`src/rtl/dog_pkg.sv`:
```
// Shared widths, requester ids and tag type for the frame-memory read path.
package dog_pkg;

    localparam int unsigned DOG_AW = 16;
    localparam int unsigned DOG_DW = 8;

    typedef logic [0:0] tag_t;

    localparam tag_t RQ_ENGINE = 1'b0;
    localparam tag_t RQ_HOST   = 1'b1;

endpackage

```
`src/rtl/ram_rd_arbiter_if.sv`:
```
// Requester, response and memory read-port signals of the frame-memory read arbiter.
interface ram_rd_arbiter_if import dog_pkg::*; #(
    parameter int unsigned AW = DOG_AW,
    parameter int unsigned DW = DOG_DW
) ();

    logic          rq0_valid_i;
    logic [AW-1:0] rq0_addr_i;
    logic          rq0_ready_o;
    logic          rsp0_valid_o;
    logic [DW-1:0] rsp0_data_o;
    logic          rq1_valid_i;
    logic [AW-1:0] rq1_addr_i;
    logic          rq1_ready_o;
    logic          rsp1_valid_o;
    logic [DW-1:0] rsp1_data_o;
    logic          mem_rd_valid_o;
    logic [AW-1:0] mem_rd_addr_o;
    logic          mem_valid_i;
    logic [DW-1:0] mem_data_i;

    modport slave (
        input  rq0_valid_i, rq0_addr_i, rq1_valid_i, rq1_addr_i, mem_valid_i, mem_data_i,
        output rq0_ready_o, rsp0_valid_o, rsp0_data_o,
        output rq1_ready_o, rsp1_valid_o, rsp1_data_o,
        output mem_rd_valid_o, mem_rd_addr_o
    );

    modport master (
        output rq0_valid_i, rq0_addr_i, rq1_valid_i, rq1_addr_i, mem_valid_i, mem_data_i,
        input  rq0_ready_o, rsp0_valid_o, rsp0_data_o,
        input  rq1_ready_o, rsp1_valid_o, rsp1_data_o,
        input  mem_rd_valid_o, mem_rd_addr_o
    );

endinterface

```
`src/rtl/ram_rd_tag_fifo.sv`:
```
// Synchronous FIFO of requester tags, one per read outstanding at the memory.
module ram_rd_tag_fifo import dog_pkg::*; #(
    parameter  int unsigned DEPTH = 4,
    localparam int unsigned CW    = $clog2(DEPTH) + 1
) (
    input  logic          clk,
    input  logic          rst_n,
    input  logic          i_push,
    input  logic          i_pop,
    input  tag_t          i_din,
    output tag_t          o_dout,
    output logic          o_full,
    output logic          o_empty,
    output logic [CW-1:0] o_count
);

    localparam int unsigned PW = $clog2(DEPTH);

    tag_t          r_mem [DEPTH];
    logic [PW-1:0] r_wr_ptr;
    logic [PW-1:0] r_rd_ptr;
    logic [CW-1:0] r_count;
    logic          w_push;
    logic          w_pop;

    assign o_full  = (r_count == CW'(DEPTH));
    assign o_empty = (r_count == '0);
    assign o_count = r_count;
    assign o_dout  = r_mem[r_rd_ptr];
    assign w_push  = i_push && !o_full;
    assign w_pop   = i_pop && !o_empty;

    // Depth is a power of two, so the pointers wrap naturally.
    always_ff @(posedge clk or negedge rst_n) begin
        if (!rst_n) begin
            r_wr_ptr <= '0;
            r_rd_ptr <= '0;
            r_count  <= '0;
        end else begin
            if (w_push) r_wr_ptr <= r_wr_ptr + PW'(1);
            if (w_pop)  r_rd_ptr <= r_rd_ptr + PW'(1);
            r_count <= r_count + CW'(w_push) - CW'(w_pop);
        end
    end

    always_ff @(posedge clk) begin
        if (w_push) r_mem[r_wr_ptr] <= i_din;
    end

endmodule

```
`src/rtl/ram_rd_arbiter.sv`:
```
// Round-robin, burst-limited sharing of the frame-memory read port between the
// DoG engine (port 0) and host readout (port 1); returns are steered by a tag FIFO.
module ram_rd_arbiter import dog_pkg::*; #(
    parameter int unsigned AW        = DOG_AW,
    parameter int unsigned DW        = DOG_DW,
    parameter int unsigned MAX_OUT   = 4,
    parameter int unsigned BURST_MAX = 16
) (
    input  logic             clk,
    input  logic             rst_n,
    ram_rd_arbiter_if.slave  bus,
    output logic             busy_o,
    output logic             err_o
);

    localparam int unsigned CW = $clog2(MAX_OUT) + 1;
    localparam int unsigned BW = $clog2(BURST_MAX + 1);

    tag_t          r_owner;
    logic [BW-1:0] r_burst;
    logic          r_mem_rd_valid;
    logic [AW-1:0] r_mem_rd_addr;
    logic          r_rsp0_valid;
    logic [DW-1:0] r_rsp0_data;
    logic          r_rsp1_valid;
    logic [DW-1:0] r_rsp1_data;
    logic          r_err;

    tag_t          w_grant;
    tag_t          w_tag;
    logic          w_own_req;
    logic          w_oth_req;
    logic          w_rdy0;
    logic          w_rdy1;
    logic          w_accept;
    logic          w_pop;
    logic          w_full;
    logic          w_empty;
    logic [CW-1:0] w_count;

    assign w_own_req = (r_owner == RQ_HOST) ? bus.rq1_valid_i : bus.rq0_valid_i;
    assign w_oth_req = (r_owner == RQ_HOST) ? bus.rq0_valid_i : bus.rq1_valid_i;

    // Owner keeps the port unless the other side waits and the burst is used up.
    always_comb begin
        w_grant = r_owner;
        if (w_oth_req && (!w_own_req || (r_burst >= BW'(BURST_MAX)))) begin
            w_grant = ~r_owner;
        end
    end

    assign w_rdy0   = (w_grant == RQ_ENGINE) && bus.rq0_valid_i && !w_full;
    assign w_rdy1   = (w_grant == RQ_HOST)   && bus.rq1_valid_i && !w_full;
    assign w_accept = w_rdy0 || w_rdy1;
    assign w_pop    = bus.mem_valid_i && !w_empty;

    ram_rd_tag_fifo #(.DEPTH(MAX_OUT)) u_tag_fifo (
        .clk     (clk),
        .rst_n   (rst_n),
        .i_push  (w_accept),
        .i_pop   (w_pop),
        .i_din   (w_grant),
        .o_dout  (w_tag),
        .o_full  (w_full),
        .o_empty (w_empty),
        .o_count (w_count)
    );

    always_ff @(posedge clk or negedge rst_n) begin
        if (!rst_n) begin
            r_owner <= RQ_ENGINE;
            r_burst <= '0;
        end else if (w_accept) begin
            if (w_grant == r_owner) begin
                r_burst <= (r_burst == BW'(BURST_MAX)) ? r_burst : r_burst + BW'(1);
            end else begin
                r_owner <= w_grant;
                r_burst <= BW'(1);
            end
        end
    end

    // Issue to memory one cycle after accept; the address holds while idle.
    always_ff @(posedge clk or negedge rst_n) begin
        if (!rst_n) begin
            r_mem_rd_valid <= 1'b0;
            r_mem_rd_addr  <= '0;
        end else begin
            r_mem_rd_valid <= w_accept;
            if (w_accept) begin
                r_mem_rd_addr <= (w_grant == RQ_HOST) ? bus.rq1_addr_i : bus.rq0_addr_i;
            end
        end
    end

    always_ff @(posedge clk or negedge rst_n) begin
        if (!rst_n) begin
            r_rsp0_valid <= 1'b0;
            r_rsp0_data  <= '0;
            r_rsp1_valid <= 1'b0;
            r_rsp1_data  <= '0;
            r_err        <= 1'b0;
        end else begin
            r_rsp0_valid <= w_pop && (w_tag == RQ_ENGINE);
            r_rsp1_valid <= w_pop && (w_tag == RQ_HOST);
            if (w_pop && (w_tag == RQ_ENGINE)) r_rsp0_data <= bus.mem_data_i;
            if (w_pop && (w_tag == RQ_HOST))   r_rsp1_data <= bus.mem_data_i;
            if (bus.mem_valid_i && w_empty)    r_err       <= 1'b1;
        end
    end

    assign bus.rq0_ready_o    = w_rdy0;
    assign bus.rq1_ready_o    = w_rdy1;
    assign bus.mem_rd_valid_o = r_mem_rd_valid;
    assign bus.mem_rd_addr_o  = r_mem_rd_addr;
    assign bus.rsp0_valid_o   = r_rsp0_valid;
    assign bus.rsp0_data_o    = r_rsp0_data;
    assign bus.rsp1_valid_o   = r_rsp1_valid;
    assign bus.rsp1_data_o    = r_rsp1_data;
    assign busy_o             = (w_count != '0);
    assign err_o              = r_err;

endmodule

```
`src/flat_wrapper.sv`:
```
// flat-port wrapper written by rule: the top's interface ports become plain ports
module ram_rd_arbiter_flat import dog_pkg::*;
#(
    parameter int unsigned AW        = DOG_AW,
    parameter int unsigned DW        = DOG_DW,
    parameter int unsigned MAX_OUT   = 4,
    parameter int unsigned BURST_MAX = 16
)
  (clk, rst_n, busy_o, err_o, bus_rq0_valid_i, bus_rq0_addr_i, bus_rq1_valid_i, bus_rq1_addr_i, bus_mem_valid_i, bus_mem_data_i, bus_rq0_ready_o, bus_rsp0_valid_o, bus_rsp0_data_o, bus_rq1_ready_o, bus_rsp1_valid_o, bus_rsp1_data_o, bus_mem_rd_valid_o, bus_mem_rd_addr_o);
  ram_rd_arbiter_if #(.AW(AW), .DW(DW)) bus_i ();
  input  logic clk;
  input  logic rst_n;
  output logic busy_o;
  output logic err_o;
  input wire logic [$bits(bus_i.rq0_valid_i)-1:0] bus_rq0_valid_i;
  input wire logic [$bits(bus_i.rq0_addr_i)-1:0] bus_rq0_addr_i;
  input wire logic [$bits(bus_i.rq1_valid_i)-1:0] bus_rq1_valid_i;
  input wire logic [$bits(bus_i.rq1_addr_i)-1:0] bus_rq1_addr_i;
  input wire logic [$bits(bus_i.mem_valid_i)-1:0] bus_mem_valid_i;
  input wire logic [$bits(bus_i.mem_data_i)-1:0] bus_mem_data_i;
  output wire logic [$bits(bus_i.rq0_ready_o)-1:0] bus_rq0_ready_o;
  output wire logic [$bits(bus_i.rsp0_valid_o)-1:0] bus_rsp0_valid_o;
  output wire logic [$bits(bus_i.rsp0_data_o)-1:0] bus_rsp0_data_o;
  output wire logic [$bits(bus_i.rq1_ready_o)-1:0] bus_rq1_ready_o;
  output wire logic [$bits(bus_i.rsp1_valid_o)-1:0] bus_rsp1_valid_o;
  output wire logic [$bits(bus_i.rsp1_data_o)-1:0] bus_rsp1_data_o;
  output wire logic [$bits(bus_i.mem_rd_valid_o)-1:0] bus_mem_rd_valid_o;
  output wire logic [$bits(bus_i.mem_rd_addr_o)-1:0] bus_mem_rd_addr_o;
  assign bus_i.rq0_valid_i = bus_rq0_valid_i;
  assign bus_i.rq0_addr_i = bus_rq0_addr_i;
  assign bus_i.rq1_valid_i = bus_rq1_valid_i;
  assign bus_i.rq1_addr_i = bus_rq1_addr_i;
  assign bus_i.mem_valid_i = bus_mem_valid_i;
  assign bus_i.mem_data_i = bus_mem_data_i;
  assign bus_rq0_ready_o = bus_i.rq0_ready_o;
  assign bus_rsp0_valid_o = bus_i.rsp0_valid_o;
  assign bus_rsp0_data_o = bus_i.rsp0_data_o;
  assign bus_rq1_ready_o = bus_i.rq1_ready_o;
  assign bus_rsp1_valid_o = bus_i.rsp1_valid_o;
  assign bus_rsp1_data_o = bus_i.rsp1_data_o;
  assign bus_mem_rd_valid_o = bus_i.mem_rd_valid_o;
  assign bus_mem_rd_addr_o = bus_i.mem_rd_addr_o;
  ram_rd_arbiter #(.AW(AW), .DW(DW), .MAX_OUT(MAX_OUT), .BURST_MAX(BURST_MAX)) u_core (.clk(clk), .rst_n(rst_n), .bus(bus_i), .busy_o(busy_o), .err_o(err_o));
endmodule
```
`config.mk`:
```
export PLATFORM = sky130hd
export DESIGN_NAME = ram_rd_arbiter_flat
export DESIGN_NICKNAME = d
export VERILOG_FILES = /design/src/rtl/dog_pkg.sv /design/src/rtl/ram_rd_arbiter_if.sv /design/src/rtl/ram_rd_tag_fifo.sv /design/src/rtl/ram_rd_arbiter.sv /design/src/flat_wrapper.sv
export SDC_FILE = /design/constraint.sdc
export NUM_CORES = 1
export LEC_CHECK = 0
export BUFFER_PORTS_ARGS = -buffer_cell sky130_fd_sc_hd__buf_2
export CORE_MARGIN = 2
export CORE_UTILIZATION = 47
export DETAILED_ROUTE_END_ITERATION = 10
export PLACE_DENSITY_LB_ADDON = 0.08
export SYNTH_ARGS = -nofsm -noshare
export SYNTH_HDL_FRONTEND = slang
export SYNTH_SLANG_ARGS = --single-unit
```
`constraint.sdc`:
```
create_clock -name clk -period 5.5 [get_ports clk]
set_input_delay 0 -clock clk [delete_from_list [all_inputs] [get_ports clk]]
set_output_delay 0 -clock clk [all_outputs]
set_load 0.1 [all_outputs]
```
Word level (Yosys, flattened, before mapping)
Memories as Yosys holds them, arrays and structs flattened.
Cells that the tools add are included.
{ "word_totals": {"register_bits": 49, "latchBits": 0, "ramBits": 4, "romBits": 0, "inputBits": 45, "output_inout_bits": 39, "elab_cells": 55, "n_memories": 1} }
{ "mem_list": {"columns": ["name", "words", "width", "read_ports", "rd_ports_with_merged_regs", "write_ports", "line_no", "source"], "rows": [
  ["u_core.u_tag_fifo.r_mem", 4, 1, 1, 0, 1, "ram_rd_tag_fifo.sv:19", "tag_t r_mem [DEPTH];"]
]} }
{ "op_classes": {"n_addsub": 5, "n_mul": 0, "div_mod_pow": 0, "magnitude_cmp": 1, "eq_ne": 4, "n_shift": 0, "n_mux": 8, "bitwise_logic": 4, "reduce_logical": 20} }
{ "op_table": {"columns": ["operator", "n"], "rows": [
  ["$mux W16", 1],
  ["$logic_and A1 B1 Y1", 11],
  ["$mux W5", 2],
  ["$add A5 B1 Y5 const B", 1],
  ["$eq A5 B5 Y1 const B", 1],
  ["$ge A5 B5 Y1 const B", 1],
  ["$mux W1", 5],
  ["$add A2 B1 Y2 const B", 2],
  ["$not A1 Y1", 4],
  ["$reduce_and A2 Y1", 2],
  ["$add A3 B1 Y3", 1],
  ["$eq A3 B3 Y1 const B", 1],
  ["$logic_not A1 Y1", 3],
  ["$logic_not A3 Y1", 1],
  ["$reduce_bool A3 Y1", 1],
  ["$sub A3 B1 Y3", 1],
  ["$logic_or A1 B1 Y1", 2],
  ["$ne A2 B2 Y1 const B", 1],
  ["$eq A1 B1 Y1", 1]
]} }

Depth between registers and ports, before layout
Gate-level depths: netlist of the first run.
{ "logic_depth": {"ltp_word": 12, "ltp_mapped": 10} }

Cells and area by module
A second synthesis of the first run with hierarchy kept.
{ "unflattened": {"hier_cells": 202, "hier_area_um2": 2464.9} }
{ "by_module_without_submodules": {"columns": ["mod", "n_inst", "cells_per_inst", "area_per_inst_um2", "seq_area_each_um2"], "rows": [
  ["ram_rd_arbiter", 1, 155, 1869.3, 1051.0],
  ["ram_rd_tag_fifo", 1, 47, 595.6, 295.3]
]} }

Worst setup path before layout of the first run
OpenSTA, ideal clock, no wires.
{ "synth_path": {"path_type": "register to output", "from": "register u_core.r_owner", "to": "output bus_rq0_ready_o", "arrival_time_ns": 3.251, "required_time_ns": 5.500, "setup_slack_ns": 2.249, "stages_incl_launch_ff": 7, "path_cell_list": "dfrtp_1 -> buf_2 -> xor2_2 -> o22ai_4 -> buf_8 -> inv_2 -> nor3_1"} }
{ "synth_via": {"elab_chain_len": 8, "word_cells_on_any_way": 10, "classes_between": "3 x mux; 2 x bitwise; 5 x reduce/logical"} }
{ "synth_lines": {"columns": ["item", "line_no", "source"], "rows": [
  ["start: declaration", "ram_rd_arbiter.sv:19", "tag_t r_owner;"],
  ["start signal: assignment", "ram_rd_arbiter.sv:77", "r_owner <= w_grant;"],
  ["$mux W1", "ram_rd_arbiter.sv:41", "assign w_own_req = (r_owner == RQ_HOST) ? bus.rq1_valid_i : bus.rq0_valid_i;"],
  ["$logic_not A1 Y1", "ram_rd_arbiter.sv:47", "if (w_oth_req && (!w_own_req || (r_burst >= BW'(BURST_MAX)))) begin"],
  ["$logic_or A1 B1 Y1", "ram_rd_arbiter.sv:47", null],
  ["$logic_and A1 B1 Y1", "ram_rd_arbiter.sv:47", null],
  ["$mux W1 *", "ram_rd_arbiter.sv:47", null],
  ["named net u_core.u_tag_fifo.i_din", "ram_rd_tag_fifo.sv:10", "input tag_t i_din,"],
  ["$not A1 Y1 *", "ram_rd_arbiter.sv:52", "assign w_rdy0 = (w_grant == RQ_ENGINE) && bus.rq0_valid_i && !w_full;"],
  ["$logic_and A1 B1 Y1 * (2 in a row)", "ram_rd_arbiter.sv:52", null],
  ["end: declaration", "flat_wrapper.sv:21", "output wire logic [$bits(bus_i.rq0_ready_o)-1:0] bus_rq0_ready_o;"]
]} }
The timed path passes the listed nets; every way through them passes the cells marked *.

Worst setup path in the final report of the first run
{ "layout_path": {"from": "register u_core.r_burst[4]", "to": "output bus_rq0_ready_o"} }
{ "layout_via": {"elab_chain_len": 7} }
{ "layout_lines": {"columns": ["item", "line_no", "source"], "rows": [
  ["start: declaration", "ram_rd_arbiter.sv:20", "logic [BW-1:0] r_burst;"],
  ["start signal: assignment", "ram_rd_arbiter.sv:75", "r_burst <= (r_burst == BW'(BURST_MAX)) ? r_burst : r_burst + BW'(1);"],
  ["$ge A5 B5 Y1", "ram_rd_arbiter.sv:47", null],
  ["$logic_or A1 B1 Y1", "ram_rd_arbiter.sv:47", null],
  ["$logic_and A1 B1 Y1", "ram_rd_arbiter.sv:47", null],
  ["$mux W1", "ram_rd_arbiter.sv:47", null],
  ["named net u_core.u_tag_fifo.i_din", "ram_rd_tag_fifo.sv:10", null],
  ["$not A1 Y1", "ram_rd_arbiter.sv:52", null],
  ["$logic_and A1 B1 Y1 (2 in a row)", "ram_rd_arbiter.sv:52", null]
]} }
The timed path passes the listed nets, and every way through them passes these cells.

==> results of run 1 <==
state kept, by name, indices dropped and copies added (netlist names), 2 cells and up:
register                    flops
u_core.u_tag_fifo.r_mem         4
u_core.u_tag_fifo.o_count       3
u_core.u_tag_fifo.r_wr_ptr      2
u_core.bus.rsp0_data_o          8
u_core.r_burst                  5
u_core.bus.rsp1_data_o          8
u_core.bus.mem_rd_addr_o       16
u_core.u_tag_fifo.r_rd_ptr      2
Yosys cell counts, drive strengths merged, types with 2 or more instances:
library cell	instances
nand3	7
ha	8
mux2	16
nor2	4
nor2b	2
mux2i	16
nand2	24
xnor2	5
inv	13
a32oi	2
dfrtp	49
edfxtp	4
o21bai	2
and2	4
buf	5
a21oi	3
o21ai	20
area by class of cell:
| type | instances | area share [%] |
|---|---|---|
| Sequential cell | 53 | 39.6 |
| Multi-Input combinational cell | 131 | 30.6 |
| Timing Repair Buffer | 121 | 23.4 |
| Tap cell | 70 | 2.58 |
| Clock buffer | 6 | 2.14 |
| Inverter | 13 | 1.44 |
| Clock inverter | 2 | 0.295 |
cell families (layout without fill, tap and decap cells):
group / count (synthesis) / count (layout) / share of synthesized area [%]
adder cells (fa/ha/maj): 9 / 9 / 4.86
buffers and inverters: 19 / 142 / 3.59
multiplexers: 33 / 33 / 14.7
AND/OR/NAND/NOR: 51 / 51 / 11.6
XOR/XNOR: 6 / 6 / 2.43
AO/OA/AOI/OAI: 32 / 32 / 8.45
flip-flops: 53 / 53 / 54.4
critical path: cells and delay by family, from the launching register on:
| family | cells | cell delay (ns) |
|---|---|---|
| XOR/XNOR | 1 | 0.23 |
| flip-flops | 1 | 0.48 |
| AO/OA/AOI/OAI | 1 | 0.57 |
| buffers and inverters | 2 | 0.59 |
| AND/OR/NAND/NOR | 1 | 0.21 |
layer usage:
metal	GRT usage, %	share of wire (%)	routed length, µm
met1	23.5	44	2260
met4	4.36	1.2	62
met2	32.5	49	2490
met5	0	0	0
met3	4.86	5.8	294
worst paths after layout:
kind                                                   start                       endpoint  slack, ns  cells past startpoint
min in group asynchronous                              rst_n  u_core.u_tag_fifo.r_wr_ptr[0]       0.42                      2
worst max-delay path                       u_core.r_burst[4]                bus_rq0_ready_o       3.11                      5
worst min register to register   u_core.bus.mem_rd_addr_o[2]    u_core.bus.mem_rd_addr_o[2]       0.49                      2
max in group asynchronous                              rst_n    u_core.bus.mem_rd_addr_o[5]       4.44                      2
worst min-delay path                       bus_rq1_addr_i[0]    u_core.bus.mem_rd_addr_o[0]       0.01                      3
worst max register to register  u_core.u_tag_fifo.o_count[1]   u_core.u_tag_fifo.o_count[2]       3.13                     10
stage by stage:
step / worst slack (ns) / utilization [%] / area, µm² / hold WS [ns] / cells
CTS: 3.06 / 66.5 / 3400 / 0.0105 / 396
floorplan: 2.25 / - / 2470 / -0.296 / 203
finish: 3.11 / 66.5 / 3400 / 0.00993 / 396
global route: 2.97 / 66.5 / 3400 / 0.0172 / 396
global placement: 3.17 / 57.6 / 2940 / 0.246 / 351
detailed placement: 3.13 / 57.6 / 2940 / 0.251 / 351
==> flow_summary.json, run 1 <==
{
  "status": "finished clean",
  "crit_arrival_ns": 2.39,
  "drc_errors": 0,
  "design.final.nets": 379,
  "placement_rows": 26,
  "ys_warn_count": 0,
  "initial_utilization_pct": 48.4,
  "worst-setup-path-type": "reg -> out",
  "routabilityCongestion": 0.720,
  "fp.dieH_um": 76.5,
  "layout_cells_sized_above_1_pct": 36.8,
  "clock_path_buffers": 2,
  "synth.largest_area_cell": "sky130_fd_sc_hd__dfrtp_1",
  "postSynthNetCount": 257,
  "report.final.hold_viol_count": 0,
  "die_w_um": 76.5,
  "numPortBuffers": 83,
  "tritoncts_clock_tree": "yes",
  "design.die.area_mm2": 0.00586,
  "route.detailed.wl_per_inst_um": 12.9,
  "initialDrtViolationCount": 48,
  "cap_viol_max_count": 0,
  "filler_cell_count": 413,
  "vias": 1899,
  "postSynthCellCount": 203,
  "postSynthRegisterBits": 53,
  "tritoncts.num_buffers": 5,
  "postCtsSetupRepairBufs": 0,
  "critical_path.cell_chain": "xor2_2, o22ai_4, inv_2, nor3_1, buf_2",
  "ctsResizeCount": 0,
  "area_of_the_multi_input_gates_mm2": 0.00104,
  "max_stage_delay_cell_worst_path": "sky130_fd_sc_hd__o22ai_4",
  "finalCritPeriodShare_pct": 43.4,
  "post-route-min-period_ns": 2.39,
  "synth-edff-count": 4,
  "antenna_cells": 0,
  "synth_top_area_share_pct": 49.6,
  "clk_root_buffer_cell": "sky130_fd_sc_hd__clkbuf_8",
  "post_synth_cell_types": 42,
  "cts_sink_cnt": 53,
  "rsz0062_at_grt": "false",
  "fmax_mhz": 419,
  "area.sequential_mm2": 0.00135,
  "slew-limit-headroom_pct": 30.7,
  "finClkSkew_ns": 0.00827,
  "antenna_found_initial": 0,
  "worstHoldPathType": "in -> reg",
  "seq_area_frac_synth_pct": 54.4,
  "final_cell_mix": "83 x sky130_fd_sc_hd__buf_2, 49 x sky130_fd_sc_hd__dfrtp_1, 37 x sky130_fd_sc_hd__dlygate4sd3_1",
  "async_reset_ff_share_pct": 92.5,
  "detail_route.vias_per_cell": 4.80,
  "clkLatencyLatePin_ns": 0.30,
  "drtPass1Iterations": 4,
  "setup_viol_count_final": 0,
  "synth_area_mm2": 0.00247,
  "grt_first_pass_wirelength_um": 8810,
  "crit_required_ns": 5.50,
  "setup_tns_ns": 0,
  "synth_top_flop_cell": "sky130_fd_sc_hd__dfrtp_1",
  "worst_setup_path_start_kind": "register",
  "area_delta_synth_final_pct": 37.3,
  "layout.cells.most_common": "sky130_fd_sc_hd__buf_2",
  "gr-usage-all-layers_pct": 18.7,
  "dpl.hpwl_um": 3420,
  "timing_worst_slew_pin_value_ns": 1.04,
  "worst_setup_path_end_kind": "primary output",
  "core_area_mm2": 0.00511,
  "cts_hold_buffers": 37,
  "syn_area_cell_um2": 12.2,
  "max_stage_delay_ns": 0.57,
  "globalRouteOverflowTotal": 0,
  "ios": 84,
  "routed_wirelength_um": 5100,
  "pin_count_of_the_biggest_net_entering_global_routing": 50,
  "final_antenna_net_count": 0,
  "first_global_vias": 1901,
  "worstPathMaxFanout": 16,
  "h-tree-depth": 2,
  "synth_top_cells_by_area": "sky130_fd_sc_hd__dfrtp_1 50%, sky130_fd_sc_hd__mux2_2 7.3%, sky130_fd_sc_hd__mux2i_1 6.5%",
  "slew_violations": 0,
  "clkSlewWorstSetupHoldPaths_ns": 0.09
}
Power of run 1 is not shown: default switching activity piles up to over one toggle a cycle in this logic, so the estimate is an artifact.
==> inputs of run 2 (changes only) <==
--- a/config.mk
+++ b/config.mk
@@ -5,9 +5,10 @@
 export SDC_FILE = /design/constraint.sdc
 export NUM_CORES = 1
 export LEC_CHECK = 0
+export ABC_AREA = 1
 export BUFFER_PORTS_ARGS = -buffer_cell sky130_fd_sc_hd__buf_2
 export CORE_MARGIN = 2
-export CORE_UTILIZATION = 47
+export CORE_UTILIZATION = 45
 export DETAILED_ROUTE_END_ITERATION = 10
 export PLACE_DENSITY_LB_ADDON = 0.08
 export SYNTH_ARGS = -nofsm -noshare
==> constraint.sdc (replaced) <==
create_clock -name clk -period 1.93 [get_ports clk]
set_input_delay 0 -clock clk [delete_from_list [all_inputs] [get_ports clk]]
set_output_delay 0 -clock clk [all_outputs]
set_load 0.1 [all_outputs]
==> flow_summary.json, run 2 <==
{
  "max_stage_delay_ns": 0.50,
  "failed_checks": "setup timing",
  "rsz0062_at_grt": "true",
  "filler_cell_count": 439,
  "ys_warn_count": 0,
  "critical_path.cell_chain": "inv_2, nand2_2, nand2_4, nand2_4, nand2_2, nand3_2, nand2_4, inv_4, ha_4, inv_2, ha_4, inv_2, fa_2, inv_1",
  "design.die.area_mm2": 0.00630,
  "clk_root_buffer_cell": "sky130_fd_sc_hd__clkbuf_8",
  "first_global_vias": 2336,
  "cap_viol_max_count": 0,
  "setup_viol_count_final": 2,
  "vias": 2415,
  "tritoncts.num_buffers": 5,
  "synth-edff-count": 4,
  "synth_top_cells_by_area": "sky130_fd_sc_hd__dfrtp_1 48%, sky130_fd_sc_hd__nand2_1 23%, sky130_fd_sc_hd__edfxtp_1 4.7%",
  "timing_worst_slew_pin_value_ns": 0.739,
  "number_of_flip_flops_under_the_largest_register_name": 16,
  "drtPass1Iterations": 4,
  "layout_cells_sized_above_1_pct": 29.6,
  "tritoncts_clock_tree": "yes",
  "pin_count_of_the_biggest_net_entering_global_routing": 35,
  "dpl.hpwl_um": 4110,
  "post-route-util_pct": 68.0,
  "routed_wirelength_um": 6300,
  "report.final.hold_viol_count": 0,
  "post-route-min-period_ns": 2.01,
  "initial_utilization_pct": 46.4,
  "reg2reg_slack_ns": -0.08,
  "clock_path_buffers": 2,
  "placed_cells": 476,
  "finalCritPeriodShare_pct": 104,
  "slew-limit-headroom_pct": 50.7,
  "clkLatencyLatePin_ns": 0.31,
  "gr-usage-all-layers_pct": 21.2,
  "finClkSkew_ns": 0.00879,
  "numPortBuffers": 83,
  "design.final.nets": 509,
  "post_synth_cell_types": 24,
  "postSynthNetCount": 363,
  "postSynthRegisterBits": 53,
  "async_reset_ff_share_pct": 92.5,
  "worst_setup_path_end_kind": "register",
  "area_delta_synth_final_pct": 46.4,
  "antenna_cells": 0,
  "design_area_final_mm2": 0.00374,
  "status": "finished, violations left",
  "worst_setup_path_start_kind": "register",
  "cts_sink_cnt": 53,
  "worstPathMaxFanout": 4,
  "rr_startpoint": "u_core.r_owner",
  "fmax_mhz": 497,
  "synth.largest_area_cell": "sky130_fd_sc_hd__dfrtp_1",
  "max_stage_delay_cell_worst_path": "sky130_fd_sc_hd__fa_2",
  "hold-worst-slack_ns": 0.281,
  "synth_top_flop_cell": "sky130_fd_sc_hd__dfrtp_1",
  "layout_setup_ws_ns": -0.0811,
  "r2r_cells": 14,
  "final_antenna_net_count": 0,
  "routabilityCongestion": 0.728,
  "globalRouteOverflowTotal": 0,
  "worst-setup-path-type": "reg -> reg",
  "placement_rows": 27,
  "h-tree-depth": 2,
  "grt_first_pass_wirelength_um": 10500,
  "syn_area_cell_um2": 8.28,
  "placed_cell_area_mm2": 0.00320,
  "antenna_found_initial": 0,
  "detail_route.vias_per_cell": 4.57,
  "core_area_mm2": 0.00551,
  "layout.cells.most_common": "sky130_fd_sc_hd__nand2_1",
  "ios": 84,
  "postSynthCellCount": 309,
  "route.detailed.wl_per_inst_um": 11.9,
  "post_synth_most_frequent_cells": "155 x sky130_fd_sc_hd__nand2_1, 49 x sky130_fd_sc_hd__dfrtp_1, 22 x sky130_fd_sc_hd__inv_1",
  "crit_arrival_ns": 2.22,
  "seq_area_frac_synth_pct": 52.6,
  "crit_required_ns": 2.14,
  "die_w_um": 79.4,
  "timing.critical_path.buf_inv": 5,
  "worst_r2r_endpoint": "u_core.u_tag_fifo.o_count[1]",
  "post_layout_nonfiller_instances": 528,
  "synth_area_mm2": 0.00256,
  "initialDrtViolationCount": 85,
  "synth_top_area_share_pct": 47.9,
  "fp.dieH_um": 79.4,
  "critical-path-top-delay-family": "adder cells",
  "worstHoldPathType": "in -> async",
  "clkSlewWorstSetupHoldPaths_ns": 0.10,
  "drc_errors": 0,
  "slew_violations": 0,
  "final_cell_mix": "153 x sky130_fd_sc_hd__nand2_1, 83 x sky130_fd_sc_hd__buf_2, 49 x sky130_fd_sc_hd__dfrtp_1",
  "post-synth-top-count-cell": "sky130_fd_sc_hd__nand2_1"
}
==> run 2: area by class of cell <==
cell class | instances | area, µm² | share of cell area [%]
timing repair buffer | 147 | 1000 | 26.7
clock buffer | 5 | 68.8 | 1.84
multi-input combinational | 223 | 1110 | 29.7
sequential | 53 | 1350 | 36.0
tap | 72 | 90.1 | 2.41
clock inverter | 3 | 26.3 | 0.702
inverter | 25 | 98.8 | 2.64
==> run 2: how the worst max path moves through the flow <==
stage	start	endpoint	slack (ns)	depth (start not counted)
3_3_place_gp	u_core.r_burst[4]	u_core.u_tag_fifo.o_count[1]	-0.07	13
2_1_floorplan	u_core.r_owner	u_core.u_tag_fifo.o_count[1]	-0.34	15
6_report	u_core.r_owner	u_core.u_tag_fifo.o_count[1]	-0.08	14
5_1_grt	u_core.r_owner	u_core.u_tag_fifo.o_count[1]	-0.16	14
3_5_place_dp	u_core.r_owner	u_core.u_tag_fifo.o_count[1]	-0.13	14
4_1_cts	u_core.r_owner	u_core.u_tag_fifo.o_count[1]	-0.09	14
==> run 2: timing repair <==
item | 4_1_cts | 5_1_grt
pin swaps | 5 | 1
hold endpoints to repair | 65 | 0
setup buffers | 2 | 0
hold buffers | 42 | 0
gates resized for setup | 4 | 1
endpoints found under the setup margin | 2 | 2
==> run 2: worst reg2reg max path, delay by kind of cell, from the launching register on <==
kind / cells / cell delay [ns]
and+or+nand+nor: 6 / 0.45
adders and majority gates: 3 / 0.81
buffers and inverters: 5 / 0.25
DFF: 1 / 0.42
==> run 2: metrics by stage <==
step	setup TNS [ns]	setup slack [ns]
after floorplan	-0.599	-0.340
after global placement	-0.0708	-0.0684
after detailed placement	-0.189	-0.129
after CTS	-0.129	-0.0923
final	-0.101	-0.0811
after global routing	-0.271	-0.163
==> run 2: per-layer routing <==
layer,global-route usage (%),wire (µm),vias up
met3,4.30,298,10
met1,26.0,2750,1102
met5,0,0,-
met4,6.55,113,0
li1,-,-,1234
met2,37.5,3130,69
==> run 2: logic make-up (layout without fill, tap and decap cells) <==
group / count (synthesis) / count (layout) / share of synthesized area (%)
simple gates: 191 / 191 / 30.2
flops: 53 / 53 / 52.6
buf+inv: 33 / 180 / 6.90
compound gates: 18 / 18 / 3.86
fa+ha+maj: 9 / 9 / 4.70
xor+xnor: 5 / 5 / 1.71
Power of run 2 is left out for the same reason.
==> inputs of run 3 (changes only) <==
--- a/config.mk
+++ b/config.mk
@@ -7,7 +7,7 @@
 export LEC_CHECK = 0
 export ABC_AREA = 1
 export BUFFER_PORTS_ARGS = -buffer_cell sky130_fd_sc_hd__buf_2
-export CORE_MARGIN = 2
+export CORE_MARGIN = 5
 export CORE_UTILIZATION = 45
 export DETAILED_ROUTE_END_ITERATION = 10
 export PLACE_DENSITY_LB_ADDON = 0.08
==> flow_summary.json, run 3 (synthesized netlist as in run 2, its figures left out) <==
{
  "worst_path_most_repeated_cell": "sky130_fd_sc_hd__nand2_4",
  "h-tree-depth": 2,
  "crit_required_ns": 2.13,
  "gr-usage-all-layers_pct": 19.6,
  "critical_path.cell_chain": "inv_2, nand2_2, nand2_4, nand2_4, nand2_4, nand3_4, nand2_4, inv_4, ha_4, inv_4, ha_4, inv_2, fa_2, inv_2",
  "worst_setup_path_endpoint": "u_core.u_tag_fifo.o_count[1]",
  "rsz0062_at_grt": "true",
  "drc_errors": 0,
  "layout_cells_sized_above_1_pct": 31.7,
  "placed_cell_area_mm2": 0.00321,
  "slew_violations": 0,
  "post-route-min-period_ns": 2.03,
  "clock_path_buffers": 2,
  "worst_r2r_endpoint": "u_core.u_tag_fifo.o_count[1]",
  "dpl.hpwl_um": 4320,
  "cp-startpoint": "u_core.r_owner",
  "finalCritPeriodShare_pct": 105,
  "drtPass1Iterations": 4,
  "cts_sink_cnt": 53,
  "cap_viol_max_count": 0,
  "tritoncts.num_buffers": 5,
  "status": "finished, violations left",
  "setup_tns_ns": -0.129,
  "report.final.hold_viol_count": 0,
  "fp.dieH_um": 85.4,
  "initial_utilization_pct": 46.4,
  "clkLatencyLatePin_ns": 0.30,
  "ios": 84,
  "number_of_flip_flops_under_the_largest_register_name": 16,
  "placed_cells": 478,
  "max_stage_delay_cell_worst_path": "sky130_fd_sc_hd__fa_2",
  "worstPathMaxFanout": 4,
  "worst-setup-path-type": "reg -> reg",
  "final_cell_mix": "153 x sky130_fd_sc_hd__nand2_1, 82 x sky130_fd_sc_hd__buf_2, 49 x sky130_fd_sc_hd__dfrtp_1",
  "reg2reg_slack_ns": -0.1,
  "placement_rows": 27,
  "layout.cells.most_common": "sky130_fd_sc_hd__nand2_1",
  "worstHoldPathType": "in -> reg",
  "timing_worst_slew_pin_value_ns": 0.828,
  "numPortBuffers": 83,
  "slew-limit-headroom_pct": 44.8,
  "routabilityCongestion": 0.793,
  "finClkSkew_ns": 0.0112,
  "routed_wirelength_um": 6750,
  "first_global_vias": 2523,
  "clkSlewWorstSetupHoldPaths_ns": 0.09,
  "post_layout_nonfiller_instances": 533,
  "grt_first_pass_wirelength_um": 11700,
  "max_stage_delay_ns": 0.52,
  "final_antenna_net_count": 0,
  "critical-path-top-delay-family": "adder cells",
  "tritoncts_clock_tree": "yes",
  "globalRouteOverflowTotal": 0,
  "clk_root_buffer_cell": "sky130_fd_sc_hd__clkbuf_8",
  "layout_setup_ws_ns": -0.0995,
  "crit_arrival_ns": 2.23,
  "worst_setup_path_end_kind": "register",
  "initialDrtViolationCount": 98,
  "area_of_the_multi_input_gates_mm2": 0.00114,
  "failed_checks": "setup timing",
  "area_delta_synth_final_pct": 48.7,
  "antenna_found_initial": 0,
  "detail_route.vias_per_cell": 4.61,
  "hold-worst-slack_ns": 0.0274,
  "timing.critical_path.buf_inv": 5,
  "r2r_cells": 14,
  "design.die.area_mm2": 0.00729,
  "setup_viol_count_final": 2,
  "area.sequential_mm2": 0.00135,
  "pin_count_of_the_biggest_net_entering_global_routing": 38,
  "worstSetupPathDepth": 14,
  "core_area_mm2": 0.00551,
  "worst_setup_path_start_kind": "register",
  "route.detailed.wl_per_inst_um": 12.7,
  "filler_cell_count": 443,
  "antenna_cells": 0,
  "die_w_um": 85.4,
  "fmax_mhz": 493,
  "design.final.nets": 514,
  "rr_startpoint": "u_core.r_owner",
  "design_area_final_mm2": 0.00380,
  "vias": 2455
}
-- run 3: cell count changes in the layout (fill, tap and decap cells not counted), moves of 2 or more --
cell / delta
sky130_fd_sc_hd__buf_4: +6
sky130_fd_sc_hd__inv_1: -2
sky130_fd_sc_hd__nand3_2: -2
sky130_fd_sc_hd__nand3_4: +2
sky130_fd_sc_hd__nor2_1: -2
sky130_fd_sc_hd__nor2_2: +2
-- run 3: routing by layer --
layer	GRT usage [%]	part of all wire, %	vias to the layer above
met5	0	0	-
met4	4.89	1.3	0
met3	4.27	5.7	9
met2	35.2	52	62
met1	23.6	41	1136
li1	-	-	1248
-- run 3: area by class of cell --
cell class                      instances  share of cell area, %
Clock buffer                            5                   1.81
Clock inverter                          3                  0.592
Tap cell                               72                   2.37
Inverter                               25                   2.66
Timing Repair Buffer                  152                   27.3
Multi-Input combinational cell        223                   29.9
Sequential cell                        53                   35.4
-- run 3: worst min-delay path by stage --
| stage | startpoint | endpoint | slack [ns] | depth (start not counted) |
|---|---|---|---|---|
| final | bus_rq1_addr_i[14] | u_core.bus.mem_rd_addr_o[14] | 0.03 | 5 |
| after global routing | bus_rq1_addr_i[14] | u_core.bus.mem_rd_addr_o[14] | 0.03 | 5 |
| after CTS | bus_rq1_addr_i[14] | u_core.bus.mem_rd_addr_o[14] | 0.009 | 5 |
| after detailed placement | rst_n | u_core.err_o | 0.15 | 1 |
| after global placement | rst_n | u_core.err_o | 0.14 | 1 |
| after floorplan | rst_n | u_core.bus.mem_rd_addr_o[0] | -0.30 | 0 |
-- run 3: worst min-delay path, stage by stage --
cell	delay, ns
sky130_fd_sc_hd__buf_2	0.08
sky130_fd_sc_hd__nand2_1	0.05
sky130_fd_sc_hd__nand2_1	0.06
sky130_fd_sc_hd__nand2_1	0.05
sky130_fd_sc_hd__nand2_1	0.05
-- run 3: metrics by stage --
| stage | worst slack, ns | util (%) |
|---|---|---|
| final | -0.0995 | 69.1 |
| after global routing | -0.190 | 69.1 |
| after detailed placement | -0.139 | 58.3 |
| after floorplan | -0.340 | - |
| after global placement | -0.0749 | 58.3 |
| after CTS | -0.0835 | 68.3 |
-- run 3: timing repair --
action,in CTS,in global routing
setup endpoints to repair,2,4
hold endpoints to repair,68,0
pin swaps,5,8
hold buffers,41,0
setup buffers,4,2
gates resized for setup,5,10
Power of run 3 is left out for the same reason.
